--- src/rtl/vec_skid_pipe_pkg.sv ---
// -----------------------------------------------------------------------------
// vec_pipe_pkg
// Shared types and helpers for the vec_skid_pipe elastic vector pipeline.
//   occ_width(latency) : width of the occupancy counter (holds 0..latency+1)
//   DEFAULT_SIZE       : default data vector width
//   DEFAULT_LATENCY    : default number of elastic stages
//   skid_state_t       : skid register state
// -----------------------------------------------------------------------------
package vec_pipe_pkg;

   localparam int DEFAULT_SIZE    = 1;
   localparam int DEFAULT_LATENCY = 1;

   typedef enum logic {
      SKID_EMPTY = 1'b0,
      SKID_FULL  = 1'b1
   } skid_state_t;

   function automatic int occ_width(input int latency);
      return $clog2(latency + 2);
   endfunction

endpackage

--- src/rtl/vec_skid_pipe_stage.sv ---
// -----------------------------------------------------------------------------
// vec_pipe_stage
// One elastic register stage of the vec_skid_pipe chain.
// Ports:
//   clk, rst_n    : rising-edge clock, asynchronous active-low reset
//   i_prev_valid  : predecessor holds a beat
//   i_prev_data   : predecessor beat
//   i_next_ready  : successor can take this stage's beat
//   o_valid       : this stage holds a beat
//   o_data        : this stage's beat
//   o_ready       : this stage loads from its predecessor on the next edge
// -----------------------------------------------------------------------------
module vec_pipe_stage #(
   parameter int WIDTH = 1
) (
   input  logic             clk,
   input  logic             rst_n,
   input  logic             i_prev_valid,
   input  logic [WIDTH-1:0] i_prev_data,
   input  logic             i_next_ready,
   output logic             o_valid,
   output logic [WIDTH-1:0] o_data,
   output logic             o_ready
);

   logic             r_valid;
   logic [WIDTH-1:0] r_data;

   // An empty stage always loads, so bubbles collapse toward the output.
   assign o_ready = !r_valid || i_next_ready;

   always_ff @(posedge clk or negedge rst_n) begin
      if (!rst_n) begin
         r_valid <= 1'b0;
         r_data  <= '0;
      end else if (o_ready) begin
         r_valid <= i_prev_valid;
         if (i_prev_valid) begin
            r_data <= i_prev_data;
         end
      end
   end

   assign o_valid = r_valid;
   assign o_data  = r_data;

endmodule

--- src/rtl/vec_skid_pipe.sv ---
// -----------------------------------------------------------------------------
// vec_skid_pipe
// Elastic vector delay pipeline: one skid register in front of LATENCY
// elastic stages, valid/ready on both sides, order always preserved.
// Optional feature macro: VEC_SKID_PIPE_PARITY_EN (carry an even-parity bit
// with every beat and flag mismatches at the output on out_perr).
// Ports:
//   clk, rst_n  : rising-edge clock, asynchronous active-low reset
//   in_data     : upstream beat, [0:SIZE-1], bit 0 is MSB
//   in_valid    : upstream beat present
//   in_ready    : block can accept (registered)
//   out_data    : beat to downstream, held while stalled
//   out_valid   : out_data valid
//   out_ready   : downstream accepts
//   occupancy   : beats currently held (0..LATENCY+1)
//   out_perr    : parity error on the presented beat (0 without the feature)
// -----------------------------------------------------------------------------
module vec_skid_pipe
   import vec_pipe_pkg::*;
#(
   parameter int SIZE    = DEFAULT_SIZE,
   parameter int LATENCY = DEFAULT_LATENCY
) (
   input  logic                          clk,
   input  logic                          rst_n,
   input  logic [0:SIZE-1]               in_data,
   input  logic                          in_valid,
   output logic                          in_ready,
   output logic [0:SIZE-1]               out_data,
   output logic                          out_valid,
   input  logic                          out_ready,
   output logic [occ_width(LATENCY)-1:0] occupancy,
   output logic                          out_perr
);

   localparam int OW = occ_width(LATENCY);
`ifdef VEC_SKID_PIPE_PARITY_EN
   localparam int PW = 1;
`else
   localparam int PW = 0;
`endif
   localparam int W = SIZE + PW;

   if (SIZE < 1 || LATENCY < 1) begin : g_cfg_err
      $error("vec_skid_pipe: SIZE and LATENCY must both be >= 1");
   end

   skid_state_t  r_skid;
   logic [W-1:0] r_s_data;
   logic         r_in_ready;
   logic [OW-1:0] r_occ;

   logic         w_push;
   logic         w_pop;
   logic         w_rdy0;
   logic [W-1:0] w_in_word;
   logic         w_v [0:LATENCY];
   logic [W-1:0] w_d [0:LATENCY];

`ifdef VEC_SKID_PIPE_PARITY_EN
   assign w_in_word = {in_data, ^in_data};
   assign out_perr  = w_v[LATENCY] && ((^w_d[LATENCY][W-1:1]) != w_d[LATENCY][0]);
`else
   assign w_in_word = in_data;
   assign out_perr  = 1'b0;
`endif

   assign w_push = in_valid && r_in_ready;
   assign w_pop  = w_v[LATENCY] && out_ready;

   // A full skid register always feeds P0 ahead of new input, so it never
   // gets bypassed; in_ready is low while it is full.
   assign w_v[0] = (r_skid == SKID_FULL) || w_push;
   assign w_d[0] = (r_skid == SKID_FULL) ? r_s_data : w_in_word;

   // Each stage's ready lives in its own generate scope so the ready chain
   // is a set of separate nets rather than one self-referencing array.
   for (genvar i = 0; i < LATENCY; i++) begin : g_stage
      logic w_rdy;
      logic w_next_rdy;

      if (i == LATENCY - 1) begin : g_last
         assign w_next_rdy = out_ready;
      end else begin : g_mid
         assign w_next_rdy = g_stage[i+1].w_rdy;
      end

      vec_pipe_stage #(
         .WIDTH(W)
      ) u_stage (
         .clk         (clk),
         .rst_n       (rst_n),
         .i_prev_valid(w_v[i]),
         .i_prev_data (w_d[i]),
         .i_next_ready(w_next_rdy),
         .o_valid     (w_v[i+1]),
         .o_data      (w_d[i+1]),
         .o_ready     (w_rdy)
      );
   end

   assign w_rdy0 = g_stage[0].w_rdy;

   always_ff @(posedge clk or negedge rst_n) begin
      if (!rst_n) begin
         r_skid     <= SKID_EMPTY;
         r_s_data   <= '0;
         r_in_ready <= 1'b0;
         r_occ      <= '0;
      end else begin
         unique case (r_skid)
            SKID_EMPTY: begin
               if (w_push && !w_rdy0) begin
                  r_skid     <= SKID_FULL;
                  r_s_data   <= w_in_word;
                  r_in_ready <= 1'b0;
               end else begin
                  r_in_ready <= 1'b1;
               end
            end
            SKID_FULL: begin
               if (w_rdy0) begin
                  r_skid     <= SKID_EMPTY;
                  r_in_ready <= 1'b1;
               end else begin
                  r_in_ready <= 1'b0;
               end
            end
         endcase

         if (w_push && !w_pop) begin
            r_occ <= r_occ + OW'(1);
         end else if (!w_push && w_pop) begin
            r_occ <= r_occ - OW'(1);
         end
      end
   end

   assign in_ready  = r_in_ready;
   assign out_valid = w_v[LATENCY];
   assign out_data  = w_d[LATENCY][W-1 -: SIZE];
   assign occupancy = r_occ;

endmodule

--- config.mk ---
export PLATFORM = sky130hd
export DESIGN_NAME = vec_skid_pipe
export DESIGN_NICKNAME = d
export VERILOG_FILES = /design/src/rtl/vec_skid_pipe_pkg.sv /design/src/rtl/vec_skid_pipe_stage.sv /design/src/rtl/vec_skid_pipe.sv
export SDC_FILE = /design/constraint.sdc
export NUM_CORES = 1
export LEC_CHECK = 0
export ABC_AREA = 0
export BUFFER_PORTS_ARGS = -buffer_cell sky130_fd_sc_hd__buf_4
export CAP_MARGIN = 5
export CORE_AREA = 2 2 39 41
export CTS_CLUSTER_SIZE = 28
export DETAILED_ROUTE_END_ITERATION = 10
export DIE_AREA = 0 0 41 43
export PLACE_DENSITY = 0.44
export SYNTH_ARGS = -nofsm -noshare
export SYNTH_HDL_FRONTEND = slang
export SYNTH_SLANG_ARGS = --single-unit
--- constraint.sdc ---
create_clock -name clk -period 1.49 [get_ports clk]
set_input_delay 0.149 -clock clk [delete_from_list [all_inputs] [get_ports clk]]
set_output_delay 0.149 -clock clk [all_outputs]
set_load 0.1 [all_outputs]
==> results of run 1 <==
worst max path at each step:
stage                                           to               start  slack, ps
final                     occupancy[1]$_DFFE_PN0P_  in_ready$_DFF_PN0_        180
after global routing      occupancy[1]$_DFFE_PN0P_  in_ready$_DFF_PN0_        140
after CTS                 occupancy[1]$_DFFE_PN0P_  in_ready$_DFF_PN0_        170
after detailed placement  occupancy[1]$_DFFE_PN0P_  in_ready$_DFF_PN0_        180
after global placement    occupancy[1]$_DFFE_PN0P_  in_ready$_DFF_PN0_        200
after floorplan           occupancy[1]$_DFFE_PN0P_  in_ready$_DFF_PN0_        -30
what timing repair did:
item | in CTS | in global routing
hold buffers | 1 | 0
hold endpoints to repair | 7 | 0
setup buffers | 0 | 0
synthesized netlist by cell type (2+ instances only):
cell     n  share of area
nand2_1  2          0.023
dfrtp_1  7           0.53
nor2_1   3          0.034
xor2_1   2          0.053
report_power, final:
group | switching (µW) | leakage (µW) | internal (µW)
clock network | 66.7 | 0.0000150 | 102
registers | 43.7 | 0.0000789 | 252
logic | 409 | 0.000118 | 131
cell families (layout without fill, tap and decap cells):
| logic type | Yosys count | after routing | share of synthesized area |
|---|---|---|---|
| AO/OA/AOI/OAI | 1 | 1 | 0.0263 |
| flip-flops | 7 | 7 | 0.526 |
| other | 1 | 1 | 0.0113 |
| XOR/XNOR | 3 | 3 | 0.0790 |
| AND/OR/NAND/NOR | 12 | 12 | 0.241 |
| adder cells (fa/ha/maj) | 1 | 1 | 0.0376 |
| buffers and inverters | 2 | 15 | 0.0338 |
| multiplexers | 1 | 1 | 0.0451 |
per-stage QoR:
stage / setup TNS, ps / std cells / worst slack (ps)
6_report: 0 / 57 / 181
3_3_place_gp: 0 / 52 / 197
5_1_grt: 0 / 57 / 140
4_1_cts: 0 / 57 / 172
2_1_floorplan: -29.3 / 28 / -29.3
3_5_place_dp: 0 / 52 / 184
state kept, by name, summed over array words and instances (netlist names):
name	flops
g_stage.u_stage.o_data	1
in_ready	1
g_stage.u_stage.o_valid	1
r_s_data	1
occupancy	2
r_skid	1
per-layer routing:
| layer | GRT usage | up-vias | wire length, µm |
|---|---|---|---|
| met5 | 0 | - | 0 |
| met4 | 0.0800 | 0 | 0 |
| met3 | 0.0314 | 0 | 50 |
| met2 | 0.113 | 7 | 270 |
| met1 | 0.106 | 114 | 236 |
| li1 | - | 115 | - |
layout make-up:
cell class,count,area (µm²)
sequential,7,181
clock buffer,4,26.3
tap,16,20.0
multi-input combinational,19,146
fill,142,928
inverter,1,3.75
timing repair buffer,10,77.6
==> impl_results.rst, run 1 <==
.. list-table::
   :header-rows: 1

   * - Metric
     - Value
   * - Maximum number of pins on one net before global-route repair
     - 8
   * - Clock skew after layout
     - 1.45 ps
   * - Area of the mapped netlist
     - 333 µm²
   * - Max FO, Critical Path
     - 5
   * - Maximum capacitance violations
     - 0
   * - Number of resized instances in the post-cts repair step
     - 0
   * - Initial Utilization
     - 0.241
   * - First-iteration detailed-routing DRC count
     - 2
   * - Clock latency on the worst-skew pair
     - 250 ps
   * - Commonest non-fill, non-tap cells in the layout
     - buf_4, dfrtp_1, nor2_1, clkbuf_4
   * - Startpoint of the worst-slack reg-to-reg timing path
     - in_ready$_DFF_PN0_
   * - Leading cell type in the layout, fill and taps excluded
     - buf_4
   * - Area of all placed cells without fillers
     - 455 µm²
   * - Maximum root-to-sink buffer count
     - 2
   * - Final setup vio count
     - 0
   * - Worst voltage drop across the vdd grid
     - 0.777 mV
   * - DRC viols
     - 0
   * - Largest stage delay on the critical path
     - 460 ps
   * - Status
     - finished clean
   * - 1st-pass router iterations
     - 2
   * - Post-layout power
     - 1000 µW
   * - Critical path depth
     - 5
   * - Port Buffer Count
     - 9
   * - Library cells used by synthesis
     - 18
   * - Worst path arrival time
     - 1480 ps
   * - Synth Net Count
     - 34
   * - Hold_sp
     - in_data
   * - Library cell contributing the largest single delay on the critical path
     - dfrtp_4
   * - Max Fclk
     - 0.764 GHz
   * - Type of the worst setup path
     - flop to flop
   * - WP data required
     - 1660 ps
   * - Setup crit end kind
     - flop
   * - Layout-stage area growth over the synthesis result
     - 36.8%
   * - Ordered list of cells on the worst path
     - and2_4, ha_1, xor2_1, nor2_1, xor2_1
   * - Total wirelength of the detailed-routed design
     - 557 µm
   * - Core occupancy in the finished layout
     - 0.329
   * - Routed length per placed instance
     - 9.77 µm
   * - Final Cycle Share
     - 0.878
   * - First-pass GRT wire length
     - 972 µm
   * - Count of antenna-violating nets left after detailed routing
     - 0
   * - CTS sink cnt
     - 7
   * - Most used DFF post-synth
     - dfrtp_1
   * - Slack of the worst reg-to-reg path
     - 180 ps
   * - Final hold vios
     - 0
   * - Fraction of layout instances using a drive strength above 1
     - 0.488
   * - Via Count
     - 236
   * - Worst Hold End
     - r_s_data$_DFFE_PN0P_
   * - Number of cells on the worst reg-to-reg path
     - 5
   * - RSZ-0062 raised after global routing
     - false
   * - Full die area
     - 0.00176 mm²
   * - Die span in y
     - 43 µm
   * - Bufs and invs on worst path
     - 0
   * - Placed Area
     - 419 µm²
   * - Largest delay contributor family on the critical path
     - flip-flops
   * - Synth Area per Inst
     - 11.9 µm²
   * - Proportion of register bits with asynchronous set or reset after synthesis
     - 1.00
   * - Number of enable flip-flop cells after synthesis
     - 0
   * - P_leak
     - 0.000212 µW
   * - # IOs
     - 11
   * - Clock tree from TritonCTS
     - done
   * - Launching element type of the critical path
     - flop
   * - Post-Syn Instances
     - 28
   * - Clock root buffer
     - clkbuf_4
   * - Worst-case hold slack
     - 147 ps
   * - Number of global-route vias before repair
     - 235
   * - Worst Hold Depth
     - 2
   * - Initial antenna violation count
     - 0
   * - Final min period
     - 1310 ps
   * - Critical path's most frequent cell
     - xor2_1
   * - Antenna cells
     - 0
   * - Total CTS buffers
     - 3
   * - Sequential cell area fraction in the yosys report
     - 0.526
   * - Die X-Extent
     - 41 µm
   * - Endpoint of the most critical register-to-register path
     - occupancy[1]$_DFFE_PN0P_
   * - Yosys Warn Count
     - 0
   * - Final Max Tran Viols
     - 0
   * - Deepest level of the CTS H-tree
     - 1
   * - Net count of the finished layout
     - 48
   * - Routed via count divided by cell count
     - 4.14
   * - Power density cells
     - 2210 mW/mm²
   * - Core Area
     - 0.00138 mm²
   * - Final weighted congestion in routability-driven placement
     - 0.696
   * - Synthesis-stage register bit count
     - 7
   * - Type of the tightest min-delay check
     - primary input to flop
   * - Row count
     - 14
   * - Global-route usage over all layers
     - 0.0870
   * - Total grt overflow
     - 0
   * - CTS clk-pin slew, worst paths
     - 50 ps
Note: power is estimated with default switching activity, not from simulation.
==> run 2, diff against run 1 <==
- CELL_PAD_IN_SITES_DETAIL_PLACEMENT: not set -> 1
- CELL_PAD_IN_SITES_GLOBAL_PLACEMENT: not set -> 1
- PLACE_DENSITY: 0.44 -> 0.54
==> run 2 against run 1 <==
Against the previous run:
- utilization is the same
- die area did not move
- non-clock buffer count unchanged
- count of clock-buffer cells in the layout unchanged
- critical endpoint unchanged
- largest cell class unchanged
==> impl_results.rst, run 2 (synthesis gave the netlist of run 1 again) <==
.. list-table::
   :header-rows: 1

   * - Metric
     - Value
   * - Largest delay contributor family on the critical path
     - flip-flops (unchanged)
   * - Clock latency on the worst-skew pair
     - 260 ps (was 250 ps)
   * - Max FO, Critical Path
     - 5 (unchanged)
   * - Final min period
     - 1360 ps (was 1310 ps)
   * - Type of the worst setup path
     - flop to flop (unchanged)
   * - Global-route usage over all layers
     - 0.117 (was 0.0870)
   * - Maximum number of pins on one net before global-route repair
     - 8 (unchanged)
   * - First-iteration detailed-routing DRC count
     - 2 (unchanged)
   * - Antenna cells
     - 0 (unchanged)
   * - Max Fclk
     - 0.738 GHz (was 0.764 GHz)
   * - 1st-pass router iterations
     - 2 (unchanged)
   * - Met2 global-route usage
     - 0.150 (was 0.113)
   * - Via Count
     - 240 (was 236)
   * - DRC viols
     - 0 (unchanged)
   * - Final Cycle Share
     - 0.909 (was 0.878)
   * - Status
     - finished clean (unchanged)
   * - Critical path's most frequent cell
     - xor2_1 (unchanged)
   * - Met3 demand-to-capacity share in global routing
     - 0.0314 (unchanged)
   * - CTS clk-pin slew, worst paths
     - 50 ps (about the same)
   * - Number of global-route vias before repair
     - 258 (was 235)
   * - # IOs
     - 11 (unchanged)
   * - Clock skew after layout
     - 1.06 ps (was 1.45 ps)
   * - Post-CTS Setup Inserts
     - 0 (unchanged)
   * - Row count
     - 14 (unchanged)
   * - Total wirelength of the detailed-routed design
     - 696 µm (was 557 µm)
   * - Initial Utilization
     - 0.241 (unchanged)
   * - Port Buffer Count
     - 9 (unchanged)
   * - Ordered list of cells on the worst path
     - and2_4, ha_1, xor2_1, nor2_1, xor2_1 (unchanged)
   * - Worst path arrival time
     - 1540 ps (was 1480 ps)
   * - Core Area
     - 0.00138 mm² (unchanged)
   * - Full die area
     - 0.00176 mm² (unchanged)
   * - Maximum capacitance violations
     - 0 (unchanged)
   * - CTS sink cnt
     - 7 (unchanged)
   * - Routed length per placed instance
     - 12.2 µm (was 9.77 µm)
   * - Clock tree from TritonCTS
     - done (unchanged)
   * - Launching element type of the critical path
     - flop (unchanged)
   * - Net count of the finished layout
     - 48 (unchanged)
   * - Final setup vio count
     - 0 (unchanged)
   * - Most crowded layer after global routing
     - met2 (unchanged)
   * - Count of antenna-violating nets left after detailed routing
     - 0 (unchanged)
   * - Largest stage delay on the critical path
     - 470 ps (was 460 ps)
   * - WP data required
     - 1670 ps (was 1660 ps)
   * - Type of the tightest min-delay check
     - primary input to flop (unchanged)
   * - Die X-Extent
     - 41 µm (unchanged)
   * - Worst voltage drop across the vdd grid
     - 0.541 mV (was 0.777 mV)
   * - RSZ-0062 raised after global routing
     - false (unchanged)
   * - Final Max Tran Viols
     - 0 (unchanged)
   * - Maximum root-to-sink buffer count
     - 2 (unchanged)
   * - Deepest level of the CTS H-tree
     - 1 (unchanged)
   * - Total CTS buffers
     - 3 (unchanged)
   * - Routed via count divided by cell count
     - 4.21 (was 4.14)
   * - Commonest non-fill, non-tap cells in the layout
     - buf_4, dfrtp_1, nor2_1, clkbuf_4 (unchanged)
   * - Library cell contributing the largest single delay on the critical path
     - dfrtp_4 (unchanged)
   * - Final Instance Count excl. Fillers
     - 57 (unchanged)
   * - Final weighted congestion in routability-driven placement
     - 0.665 (was 0.696)
   * - Final hold vios
     - 0 (unchanged)
   * - Number of flip-flops in the largest register
     - 2 (unchanged)
   * - Layout-stage area growth over the synthesis result
     - 36.8% (unchanged)
   * - Fraction of layout instances using a drive strength above 1
     - 0.488 (unchanged)
   * - Initial antenna violation count
     - 0 (unchanged)
   * - Total grt overflow
     - 0 (unchanged)
   * - Worst slack, placed
     - 134 ps (was 184 ps)
   * - Met1 layer usage reported by global route
     - 0.145 (was 0.106)
   * - Count of filler cells inserted in the layout
     - 163 (was 142)
   * - Final setup margin
     - 135 ps (was 181 ps)
   * - P_leak
     - 0.000212 µW (unchanged)
   * - Power density cells
     - 2250 mW/mm² (was 2210 mW/mm²)
   * - Setup crit end kind
     - flop (unchanged)
   * - Leading cell type in the layout, fill and taps excluded
     - buf_4 (unchanged)
   * - Die span in y
     - 43 µm (unchanged)
   * - First-pass GRT wire length
     - 1260 µm (was 972 µm)
   * - Clock root buffer
     - clkbuf_4 (unchanged)
   * - Number of cells in the design after placement
     - 52 (unchanged)
   * - Bufs and invs on worst path
     - 0 (unchanged)
-- run 2: cell counts in the layout (fill, tap and decap cells not counted) --
No cell type changed its count.
-- run 2: path summary, 6_finish.rpt --
check,start,end,slack [ps],cells past startpoint
max,in_ready$_DFF_PN0_,occupancy[1]$_DFFE_PN0P_,130,5
min,in_data,r_s_data$_DFFE_PN0P_,140,2
max reg2reg,in_ready$_DFF_PN0_,occupancy[1]$_DFFE_PN0P_,130,5
min reg2reg,occupancy[1]$_DFFE_PN0P_,occupancy[1]$_DFFE_PN0P_,490,1
max in group asynchronous,rst_n,in_ready$_DFF_PN0_,1110,2
min in group asynchronous,rst_n,occupancy[0]$_DFFE_PN0P_,240,2
-- run 2: per-layer routing --
layer  part of all wire  vias to the layer above  wire length, µm
met5                  0                        -                0
met4              0.042                        0               29
met3              0.068                        3               47
met2               0.52                        9              363
met1               0.37                      112              255
li1                   -                      116                -
-- run 2: metrics by stage --
step	setup TNS [ps]	area (µm²)	util	power (µW)	hold slack (ps)
after global placement	0	419	0.303	832	-35.2
after floorplan	-29.3	339	-	733	-147
final	0	455	0.329	1020	140
after CTS	0	455	0.329	1040	136
after detailed placement	0	419	0.303	848	-29.5
after global routing	0	455	0.329	1090	143
-- run 2: layout make-up --
| type | instances | area [µm²] | share of cell area |
|---|---|---|---|
| clock buffers | 4 | 26.3 | 0.0577 |
| well taps | 16 | 20.0 | 0.0440 |
| multi-input cells | 19 | 146 | 0.321 |
| inverters | 1 | 3.75 | 0.00824 |
| flip-flops and latches | 7 | 181 | 0.398 |
| repair buffers | 10 | 77.6 | 0.170 |
-- run 2: power by group --
part | switching (µW) | leakage [µW] | internal, µW
registers | 44.8 | 0.0000789 | 252
clock network | 79.2 | 0.0000150 | 103
logic | 415 | 0.000118 | 131
-- run 2: worst register-to-register path: stages (launching register included) --
cell and delay, ps:
dfrtp_4 470, and2_4 160, ha_1 200, xor2_1 160, nor2_1 120, xor2_1 170
-- run 2: what timing repair did --
item / CTS / global route
resized for setup: 0 / 0
hold buffers: 1 / 0
hold endpoints to repair: 7 / 0
